===== config.mk =====
export PLATFORM = sky130hd
export DESIGN_NAME = layer_argmax
export DESIGN_NICKNAME = d
export VERILOG_FILES = /design/src/rtl/fnn_pkg.sv /design/src/rtl/argmax_cmp.sv /design/src/rtl/layer_argmax.sv
export SDC_FILE = /design/constraint.sdc
export NUM_CORES = 1
export LEC_CHECK = 0
export ABC_AREA = 1
export CORE_AREA = 5 5 170 172
export CTS_CLUSTER_DIAMETER = 200
export DETAILED_ROUTE_END_ITERATION = 10
export DIE_AREA = 0 0 175 177
export GPL_TIMING_DRIVEN = 1
export HOLD_SLACK_MARGIN = 0.1
export PLACE_DENSITY_LB_ADDON = 0.2
export SYNTH_ARGS = -nofsm -noshare
export SYNTH_HDL_FRONTEND = slang
export SYNTH_SLANG_ARGS = --single-unit

===== constraint.sdc =====
create_clock -name clk -period 3.3 [get_ports clk]
set_input_delay 0.66 -clock clk [delete_from_list [all_inputs] [get_ports clk]]
set_output_delay 0.66 -clock clk [all_outputs]
set_load 0.01 [all_outputs]

===== src/rtl/fnn_pkg.sv =====
// ---------------------------------------------------------------------------
// fnn_pkg
// Purpose : shared constants and types for the final-layer argmax block.
//           BEFORE_DEC/AFTER_DEC describe the fixed-point format of a neuron
//           output; NEURON_OUT_WIDTH is the resulting word width.
// Ports   : none (package).
// ---------------------------------------------------------------------------
package fnn_pkg;

    localparam int BEFORE_DEC       = 4;
    localparam int AFTER_DEC        = 15;
    localparam int NEURON_OUT_WIDTH = BEFORE_DEC + AFTER_DEC;

    typedef enum logic [1:0] {
        COLLECT = 2'd0,
        SCAN    = 2'd1,
        HOLD    = 2'd2,
        RELEASE = 2'd3
    } state_t;

endpackage


===== src/rtl/argmax_cmp.sv =====
// ---------------------------------------------------------------------------
// argmax_cmp
// Purpose : registered running-maximum / index compare stage. One value is
//           offered per enabled cycle; the stored maximum is replaced only
//           when the new value is strictly greater (ties keep lower index).
// Ports   : clk, rstn          clock, async active-low reset
//           i_clr              zero the running max and index
//           i_en, i_data, i_idx candidate value and its index
//           o_max              running maximum (only with LAYER_ARGMAX_SCORE_OUT_EN)
//           o_idx              index of running maximum
// Macro   : LAYER_ARGMAX_SCORE_OUT_EN exposes o_max.
// ---------------------------------------------------------------------------
module argmax_cmp
    import fnn_pkg::*;
#(
    parameter int DATA_WIDTH = NEURON_OUT_WIDTH,
    parameter int IDX_WIDTH  = 6
)(
    input  logic                  clk,
    input  logic                  rstn,
    input  logic                  i_clr,
    input  logic                  i_en,
    input  logic [DATA_WIDTH-1:0] i_data,
    input  logic [IDX_WIDTH-1:0]  i_idx,
`ifdef LAYER_ARGMAX_SCORE_OUT_EN
    output logic [DATA_WIDTH-1:0] o_max,
`endif
    output logic [IDX_WIDTH-1:0]  o_idx
);

    logic [DATA_WIDTH-1:0] r_max;
    logic [IDX_WIDTH-1:0]  r_idx;

    always_ff @(posedge clk or negedge rstn) begin
        if (!rstn) begin
            r_max <= '0;
            r_idx <= '0;
        end else if (i_clr) begin
            r_max <= '0;
            r_idx <= '0;
        end else if (i_en && (i_data > r_max)) begin
            r_max <= i_data;
            r_idx <= i_idx;
        end
    end

`ifdef LAYER_ARGMAX_SCORE_OUT_EN
    assign o_max = r_max;
`endif
    assign o_idx = r_idx;

endmodule


===== src/rtl/layer_argmax.sv =====
// ---------------------------------------------------------------------------
// layer_argmax
// Purpose : collects the outputs of the final neuron layer as each neuron
//           raises its finish flag, scans the buffered values one per cycle
//           to find the largest (lowest index wins ties), holds the class
//           index until the consumer accepts it, then pulses restart to the
//           neurons for RESTART_CYCLES cycles.
// Ports   : clk, rstn       clock, async active-low reset
//           neuron_finish   per-neuron finish flags (level, rising edge = done)
//           neuron_data     packed unsigned neuron outputs
//           result_ready    consumer accepts class_idx
//           restart         restart strobe to all neurons
//           result_valid    class_idx valid
//           class_idx       index of the maximum neuron output
//           busy            high whenever not collecting
//           max_score       winning value (only with LAYER_ARGMAX_SCORE_OUT_EN)
// Macro   : LAYER_ARGMAX_SCORE_OUT_EN adds the max_score output.
// ---------------------------------------------------------------------------
module layer_argmax
    import fnn_pkg::*;
#(
    parameter int NEURON_COUNT   = 10,
    parameter int DATA_WIDTH     = NEURON_OUT_WIDTH,
    parameter int IDX_WIDTH      = 6,
    parameter int RESTART_CYCLES = 2
)(
    input  logic                             clk,
    input  logic                             rstn,
    input  logic [NEURON_COUNT-1:0]          neuron_finish,
    input  logic [NEURON_COUNT*DATA_WIDTH-1:0] neuron_data,
    input  logic                             result_ready,
    output logic                             restart,
    output logic                             result_valid,
    output logic [IDX_WIDTH-1:0]             class_idx,
`ifdef LAYER_ARGMAX_SCORE_OUT_EN
    output logic [DATA_WIDTH-1:0]            max_score,
`endif
    output logic                             busy
);

    localparam int CNT_W = (RESTART_CYCLES > 1) ? $clog2(RESTART_CYCLES) : 1;

    state_t                  r_state;
    logic [NEURON_COUNT-1:0] r_seen;
    logic [NEURON_COUNT-1:0] r_fin_hist;
    logic                    r_primed;
    logic [DATA_WIDTH-1:0]   r_buf [NEURON_COUNT];
    logic [IDX_WIDTH-1:0]    r_scan_idx;
    logic [CNT_W-1:0]        r_rcnt;
    logic                    r_restart;
    logic                    r_valid;

    logic [NEURON_COUNT-1:0] w_rise;
    logic [NEURON_COUNT-1:0] w_seen_next;
    logic                    w_all_seen;
    logic                    w_release_done;
    logic [DATA_WIDTH-1:0]   w_scan_data;
    logic [IDX_WIDTH-1:0]    w_cmp_idx;

    // Edges only count once the history has been loaded from live flags, so
    // a finish that is already high when collection (re)starts is ignored.
    always_comb begin
        w_rise = '0;
        if ((r_state == COLLECT) && r_primed)
            w_rise = neuron_finish & ~r_fin_hist;
    end

    assign w_seen_next    = r_seen | w_rise;
    assign w_all_seen     = &w_seen_next;
    assign w_release_done = (r_state == RELEASE) && (r_rcnt == CNT_W'(RESTART_CYCLES - 1));

    always_comb begin
        w_scan_data = '0;
        for (int i = 0; i < NEURON_COUNT; i++)
            if (r_scan_idx == IDX_WIDTH'(i))
                w_scan_data = r_buf[i];
    end

    always_ff @(posedge clk or negedge rstn) begin
        if (!rstn) begin
            for (int i = 0; i < NEURON_COUNT; i++)
                r_buf[i] <= '0;
        end else begin
            for (int i = 0; i < NEURON_COUNT; i++)
                if (w_rise[i])
                    r_buf[i] <= neuron_data[i*DATA_WIDTH +: DATA_WIDTH];
        end
    end

    always_ff @(posedge clk or negedge rstn) begin
        if (!rstn) begin
            r_state    <= COLLECT;
            r_seen     <= '0;
            r_fin_hist <= '0;
            r_primed   <= 1'b0;
            r_scan_idx <= '0;
            r_rcnt     <= '0;
            r_restart  <= 1'b0;
            r_valid    <= 1'b0;
        end else begin
            r_fin_hist <= neuron_finish;
            r_primed   <= 1'b1;
            case (r_state)
                COLLECT: begin
                    r_seen <= w_seen_next;
                    if (w_all_seen) begin
                        r_state    <= SCAN;
                        r_scan_idx <= '0;
                    end
                end
                SCAN: begin
                    if (r_scan_idx == IDX_WIDTH'(NEURON_COUNT - 1)) begin
                        r_state <= HOLD;
                        r_valid <= 1'b1;
                    end else begin
                        r_scan_idx <= r_scan_idx + IDX_WIDTH'(1);
                    end
                end
                HOLD: begin
                    if (result_ready) begin
                        r_state   <= RELEASE;
                        r_valid   <= 1'b0;
                        r_restart <= 1'b1;
                        r_rcnt    <= '0;
                    end
                end
                RELEASE: begin
                    if (w_release_done) begin
                        r_state    <= COLLECT;
                        r_restart  <= 1'b0;
                        r_seen     <= '0;
                        // History is cleared and re-primed on the next clock.
                        r_fin_hist <= '0;
                        r_primed   <= 1'b0;
                    end else begin
                        r_rcnt <= r_rcnt + CNT_W'(1);
                    end
                end
                default: r_state <= COLLECT;
            endcase
        end
    end

    // Clear the compare stage on the edge that starts the scan.
    argmax_cmp #(
        .DATA_WIDTH (DATA_WIDTH),
        .IDX_WIDTH  (IDX_WIDTH)
    ) u_cmp (
        .clk    (clk),
        .rstn   (rstn),
        .i_clr  ((r_state == COLLECT) && w_all_seen),
        .i_en   (r_state == SCAN),
        .i_data (w_scan_data),
        .i_idx  (r_scan_idx),
`ifdef LAYER_ARGMAX_SCORE_OUT_EN
        .o_max  (max_score),
`endif
        .o_idx  (w_cmp_idx)
    );

    assign restart      = r_restart;
    assign result_valid = r_valid;
    assign class_idx    = w_cmp_idx;
    assign busy         = (r_state != COLLECT);

endmodule


==> results of run 1 <==
worst max-delay path, delay by kind of cell (launching register included):
family / cells / cell delay (ns)
AND/OR/NAND/NOR: 17 / 1.77
buffers and inverters: 4 / 0.52
adder cells (fa/ha/maj): 2 / 0.49
flip-flops: 1 / 0.46
AO/OA/AOI/OAI: 1 / 0.14
per-stage QoR:
step | std cells | cell area (µm²) | worst slack, ns | hold slack (ns) | setup TNS [ns]
2_1_floorplan | 1491 | 12100 | 0.0948 | 0.364 | 0
3_3_place_gp | 2071 | 15100 | -0.0928 | 0.449 | -1.25
3_5_place_dp | 2071 | 15100 | -0.232 | 0.458 | -3.98
4_1_cts | 2130 | 16300 | 0.00186 | 0.181 | 0
5_1_grt | 2144 | 16900 | -0.293 | 0.215 | -6.56
6_report | 2144 | 16900 | -0.166 | 0.157 | -3.57
cell families (layout without fill, tap and decap cells):
group,Yosys count,in the layout,synth area share (%)
flops,247,247,51.1
fa+ha+maj,27,27,2.79
compound gates,148,148,6.60
simple gates,845,845,28.6
buf+inv,167,474,5.60
mux,53,53,4.94
xor+xnor,4,4,0.290
cell type report:
type / count / area share (%)
Clock buffer: 39 / 4.55
Clock inverter: 10 / 0.939
Inverter: 101 / 2.31
Multi-Input combinational cell: 1077 / 33.9
Sequential cell: 247 / 36.5
Tap cell: 346 / 2.56
Timing Repair Buffer: 323 / 19.1
Timing Repair inverter: 1 / 0.0443
registers in the layout, indices dropped and copies added (netlist names):
signal / flops
result_valid: 1
u_cmp.r_max: 19
r_scan_idx: 6
r_buf: 190
u_cmp.o_idx: 6
r_seen: 10
r_primed: 1
r_fin_hist: 10
r_state: 2
restart: 1
r_rcnt: 1
synth_stat cells (all sizes together):
master and instances:
nand2 621, dfrtp 247, nor2 100, inv 95, a21oi 84, nand3 75, mux2 53, clkbuf 43
o21ai 42, ha 27, buf 23, or2 22, nand4 13, nor3 10, a21boi 7, clkinv 6
a22oi 4, and2 3, o31ai 3, xor2 3, a21o 2, a2bb2oi 2, o211ai 2, a41oi 1
nor4 1, o22ai 1, xnor2 1
layer usage:
metal	share of wire [%]	GRT usage, %	vias up
met5	0	0	-
met4	2.3	4.52	0
met3	5.8	3.16	59
met2	48	38.8	346
met1	44	32.8	5212
li1	-	-	5299
what timing repair did:
action,4_1_cts,5_1_grt
resized for setup,41,101
gates cloned,2,7
endpoints found under the setup margin,25,25
setup buffers,8,7
pin swaps,11,21
how the worst min path moves through the flow:
stage	to	cells after the start	start	slack (ns)
floorplan	r_buf[0]$_DFFE_PN0P_	0	rstn	0.36
global placement	r_buf[41]$_DFFE_PN0P_	2	r_buf[41]$_DFFE_PN0P_	0.45
detailed placement	r_buf[74]$_DFFE_PN0P_	2	r_buf[74]$_DFFE_PN0P_	0.46
CTS	r_buf[184]$_DFFE_PN0P_	1	rstn	0.18
global route	r_buf[158]$_DFFE_PN0P_	1	rstn	0.21
finish	r_buf[158]$_DFFE_PN0P_	1	rstn	0.16
power by group:
part           internal (W)  switching, W  total (W)
sequential          0.00433      0.000783    0.00512
combinational       0.00334       0.00438    0.00772
clock               0.00193       0.00125    0.00318
==> results.md, run 1 <==
* Status: finished, violations left
* Failing checks: negative setup slack
* Worst Setup Start Kind: flop
* H-Tree Depth at 1
* GR Util All Layers at 23.2%
* DRT iter0 DRCs at 925
* P_leak at 8.31 nW
* Layout cells sized above 1 at 19.1%
* TritonCTS clock tree: yes
* IO Port Bufs at 211
* CTS max path bufs at 3
* Clock Sinks at 247
* Vias/cell at 5.09
* R2r setup slk at -0.17 ns
* # Max-Cap Violations at 0
* WL final at 37400 µm
* Mapped Area at 12100 µm²
* Fin util at 62.0%
* RSZ-0062 raised after global routing: true
* Hold Buf Count CTS at 0
* GPL Wtd Cong at 0.878
* First-pass GRT wire length at 57500 µm
* Rows at 61
* Worst r2r path cells at 24
* Core area at 27300 µm²
* Critical path's most frequent cell: nand2_1
* Worst slew pin tran at 0.726 ns
* Worst r2r src: r_scan_idx[0]$_DFFE_PN0P_
* Vias in the first global route at 10900
* Detailed placement HPWL at 27000 µm
* Clk_lat worst skew at 0.54 ns
* Die H at 177 µm
* Fin crit share at 105%
* Initial Util at 44.2%
* Drt drc at 0
* Avg Cell Area, Syn at 8.11 µm²
* Nets at 2008
* Most frequent cells in the layout: nand2_1, dfrtp_1, clkdlybuf4s50_1
* FF+latch area at 6180 µm²
* Reg2reg end: u_cmp.r_max[14]$_DFFE_PN0P_
* Yosys warns at 0
* Slew HR at 51.6%
* Sequential area share after synthesis at 51.1%
* Setup Skew at 0.00999 ns
* Crit-path max FO at 10
* Clock-pin slew on the worst setup and hold paths at 0.06 ns
* Setup ws final at -0.166 ns
* Crit path launch: r_scan_idx[0]$_DFFE_PN0P_
* Grt ovf at 0
* Area of the multi-input gates at 5750 µm²
* Worst EP arrival at 3.94 ns
* CP max-delay cell: dfrtp_2
* Die W at 175 µm
* Fin. Hold Viols at 0
* Routed Antenna Nets at 0
* Post-synth top area cell: dfrtp_1
* ANT cells at 0
* Largest stage delay, worst path at 0.46 ns
* WL/cell at 17.4 µm
* Setup crit end kind: flop
* Fill cells at 2357
* DR vias at 10900
* Antenna violations before repair at 0
* Final max-slew violation count at 0
* Setup-failing EPs final at 25
* CTS Buf Count at 27
* CP Class: flop to flop
* Crit path cell chain: inv_4 > ha_2 > nand2_4 > nor2_4 > buf_12 > nand2_1 > nand3_1 > nand2_1 > nand3_1 > nand2_1 > nand2_1 > nand3_1 > nand3_2 > nand2_1 > ha_1 > nand2_1 > nor3_4 > a41oi_2 > nand2_2 > nand2_1 > inv_2 > buf_6 > nand2_1 > nand2_1
* Fin crit period at 3.47 ns
* CTS root buffer: clkbuf_16
* I/O pin count at 212
* Layout Area Growth over Synthesis at 40.0%
* Overall power at 0.0160 W
* Die ar. at 31000 µm²
* Largest net degree at the start of global routing at 92
* Peak Freq at 289 MHz
* Yosys cell types at 42
* 1st-pass router iterations at 6
* Cells after Synth at 1491
* Share of the synthesized area in the top cell type at 51.1%
* Power per cell area at 946 nW/µm²
* Most common cell after layout, fill and taps aside: nand2_1
* CP endpoint: u_cmp.r_max[14]$_DFFE_PN0P_
* Syn_nets at 1721
* Required arrival time at the worst endpoint at 3.77 ns
* Synth Register Bits at 247
* VDD IR max at 513 µV
* Worst min path class: primary input to async pin
* Top post-synthesis cells by area: dfrtp_1, nand2_1, mux2_2
Note: power is estimated with default switching activity, not from simulation.
==> run 2, diff against run 1 <==
--- a/config.mk
+++ b/config.mk
@@ -6,10 +6,10 @@
 export NUM_CORES = 1
 export LEC_CHECK = 0
 export ABC_AREA = 1
-export CORE_AREA = 5 5 170 172
+export CORE_AREA = 3 3 168 170
 export CTS_CLUSTER_DIAMETER = 200
 export DETAILED_ROUTE_END_ITERATION = 10
-export DIE_AREA = 0 0 175 177
+export DIE_AREA = 0 0 171 173
 export GPL_TIMING_DRIVEN = 1
 export HOLD_SLACK_MARGIN = 0.1
 export PLACE_DENSITY_LB_ADDON = 0.2
==> run 2 against run 1 <==
The run still ends with negative setup slack left; largest cell class unchanged; register-to-register slack better by 0.04 ns; sequential share of layout area decreased by 0.17 points; clock power barely moved; critical path type unchanged; via count down 0.32%; total power rose by 2.2%; die area shrank 4.5%; critical endpoint is now u_cmp.o_idx[1]$_DFFE_PN0P_; combinational power up 4.1%; clock skew increased by 0.010 ns; sequential power hardly changed.
==> results.md, run 2 (same netlist as run 1, synthesis figures left out) <==
* Status: finished, violations left
* Failing checks: negative setup slack
* Fin crit share at 104%
* Die W at 171 µm
* First-pass GRT wire length at 57000 µm
* GR Util All Layers at 24.1%
* DRT iter0 DRCs at 761
* CP Class: flop to flop
* Worst EP arrival at 3.87 ns
* P_leak at 8.28 nW
* TritonCTS clock tree: yes
* Layout cells sized above 1 at 20.4%
* Power per cell area at 962 nW/µm²
* Setup ws final at -0.123 ns
* WL/cell at 17.2 µm
* 1st-pass router iterations at 5
* CTS Buf Count at 27
* WL final at 36600 µm
* Clock Sinks at 247
* Worst slew pin tran at 0.741 ns
* Antenna violations before repair at 0
* Placed insts at 2058
* Fin. Hold Viols at 0
* Clk_lat worst skew at 0.54 ns
* CTS root buffer: clkbuf_16
* VDD IR max at 474 µV
* Initial Util at 45.0%
* Most frequent cells in the layout: nand2_1, dfrtp_1, clkdlybuf4s50_1
* Fin crit period at 3.42 ns
* Vias/cell at 5.11
* H-Tree Depth at 1
* Required arrival time at the worst endpoint at 3.75 ns
* Final max-slew violation count at 0
* Clock-pin slew on the worst setup and hold paths at 0.07 ns
* Rows at 60
* Worst Setup Start Kind: flop
* ANT cells at 0
* Routed Antenna Nets at 0
* Largest Register: r_buf
* Detailed placement HPWL at 26100 µm
* Nets at 2000
* DR vias at 10900
* Crit-path max FO at 5
* Setup crit end kind: flop
* Slew HR at 50.6%
* Hold Buf Count CTS at 0
* Regs by FF count: r_buf x190, u_cmp.r_max x19
* I/O pin count at 212
* Core area at 26900 µm²
* Largest net degree at the start of global routing at 92
* Vias in the first global route at 10900
* Peak Freq at 292 MHz
* Die H at 173 µm
* Setup Skew at 0.0201 ns
* Worst min path class: primary input to async pin
* Layout Cells excl Fill at 2130
* Max FFs per register at 190
* Most common cell after layout, fill and taps aside: nand2_1
* Grt ovf at 0
* GPL Wtd Cong at 0.906
* CTS max path bufs at 3
* Setup-failing EPs final at 25
* # Max-Cap Violations at 0
* RSZ-0062 raised after global routing: true
* Layout Area Growth over Synthesis at 40.7%
* Die ar. at 29600 µm²
* Drt drc at 0
* DP Worst Slack at -0.335 ns
* IO Port Bufs at 211
==> run 2: cell type report <==
cell class | instances | area, µm²
Timing Repair Buffer | 316 | 3220
Multi-Input combinational cell | 1077 | 5840
Tap cell | 341 | 427
Sequential cell | 247 | 6180
Clock inverter | 19 | 239
Clock buffer | 29 | 703
Inverter | 101 | 394
Fill cell | 2295 | 9870
==> run 2: per-stage QoR <==
step / power, W / area [µm²] / hold slack [ns] / setup TNS, ns / utilization, %
2_1_floorplan: 0.00881 / 12100 / 0.364 / 0 / -
3_3_place_gp: 0.0113 / 15100 / 0.450 / -3.89 / 56.2
3_5_place_dp: 0.0114 / 15100 / 0.452 / -7.77 / 56.2
4_1_cts: 0.0154 / 16600 / 0.172 / -0.262 / 61.7
5_1_grt: 0.0176 / 17000 / 0.196 / -8.59 / 63.3
6_report: 0.0164 / 17000 / 0.159 / -2.22 / 63.3
==> run 2: worst paths after layout <==
| check | to | start | cells past startpoint | slack [ns] |
|---|---|---|---|---|
| worst max-delay path | u_cmp.o_idx[1]$_DFFE_PN0P_ | r_scan_idx[1]$_DFFE_PN0P_ | 22 | -0.12 |
| worst min-delay path | r_buf[182]$_DFFE_PN0P_ | rstn | 1 | 0.16 |
| worst max register to register | u_cmp.o_idx[1]$_DFFE_PN0P_ | r_scan_idx[1]$_DFFE_PN0P_ | 22 | -0.12 |
| worst min register to register | r_buf[107]$_DFFE_PN0P_ | r_buf[107]$_DFFE_PN0P_ | 2 | 0.47 |
| max in group asynchronous | r_fin_hist[5]$_DFF_PN0_ | rstn | 2 | 2.32 |
| min in group clk | r_buf[107]$_DFFE_PN0P_ | r_buf[107]$_DFFE_PN0P_ | 2 | 0.47 |
==> run 2: repair_timing <==
action                                  4_1_cts  5_1_grt
endpoints found under the setup margin       25       25
pin swaps                                    43       46
cloned                                        4        2
gates resized for setup                      92       74
setup buffers                                10       11
==> run 2: where the power goes <==
part / switching [W] / internal, W / total [W]
clock network: 0.00127 / 0.00193 / 0.00321
registers: 0.000785 / 0.00433 / 0.00512
logic: 0.00447 / 0.00357 / 0.00804
==> run 2: per-layer routing <==
layer  vias to the layer above  GRT usage [%]  part of all wire, %
met5                         -              0                    0
met4                         0           6.84                  2.8
met3                        61           4.34                  6.6
met2                       379           38.1                   47
met1                      5154           34.1                   44
li1                       5287              -                    -
==> run 2: critical path: stages, from the launching register on <==
cell     delay (ns)
dfrtp_2        0.43
buf_6          0.13
ha_4           0.13
inv_2          0.05
nor3_4         0.29
buf_12         0.17
nor2_1         0.05
nand2_2        0.11
nand3_2        0.08
nand2_1        0.06
nand2_1        0.06
nand2_1        0.09
nand4_1        0.12
and2_4         0.20
ha_4           0.28
nand3_4        0.08
nor3_4         0.18
nand4_1        0.13
nand3_2        0.09
nand2_2        0.08
nor2_4         0.21
inv_1          0.14
o21ai_0        0.18
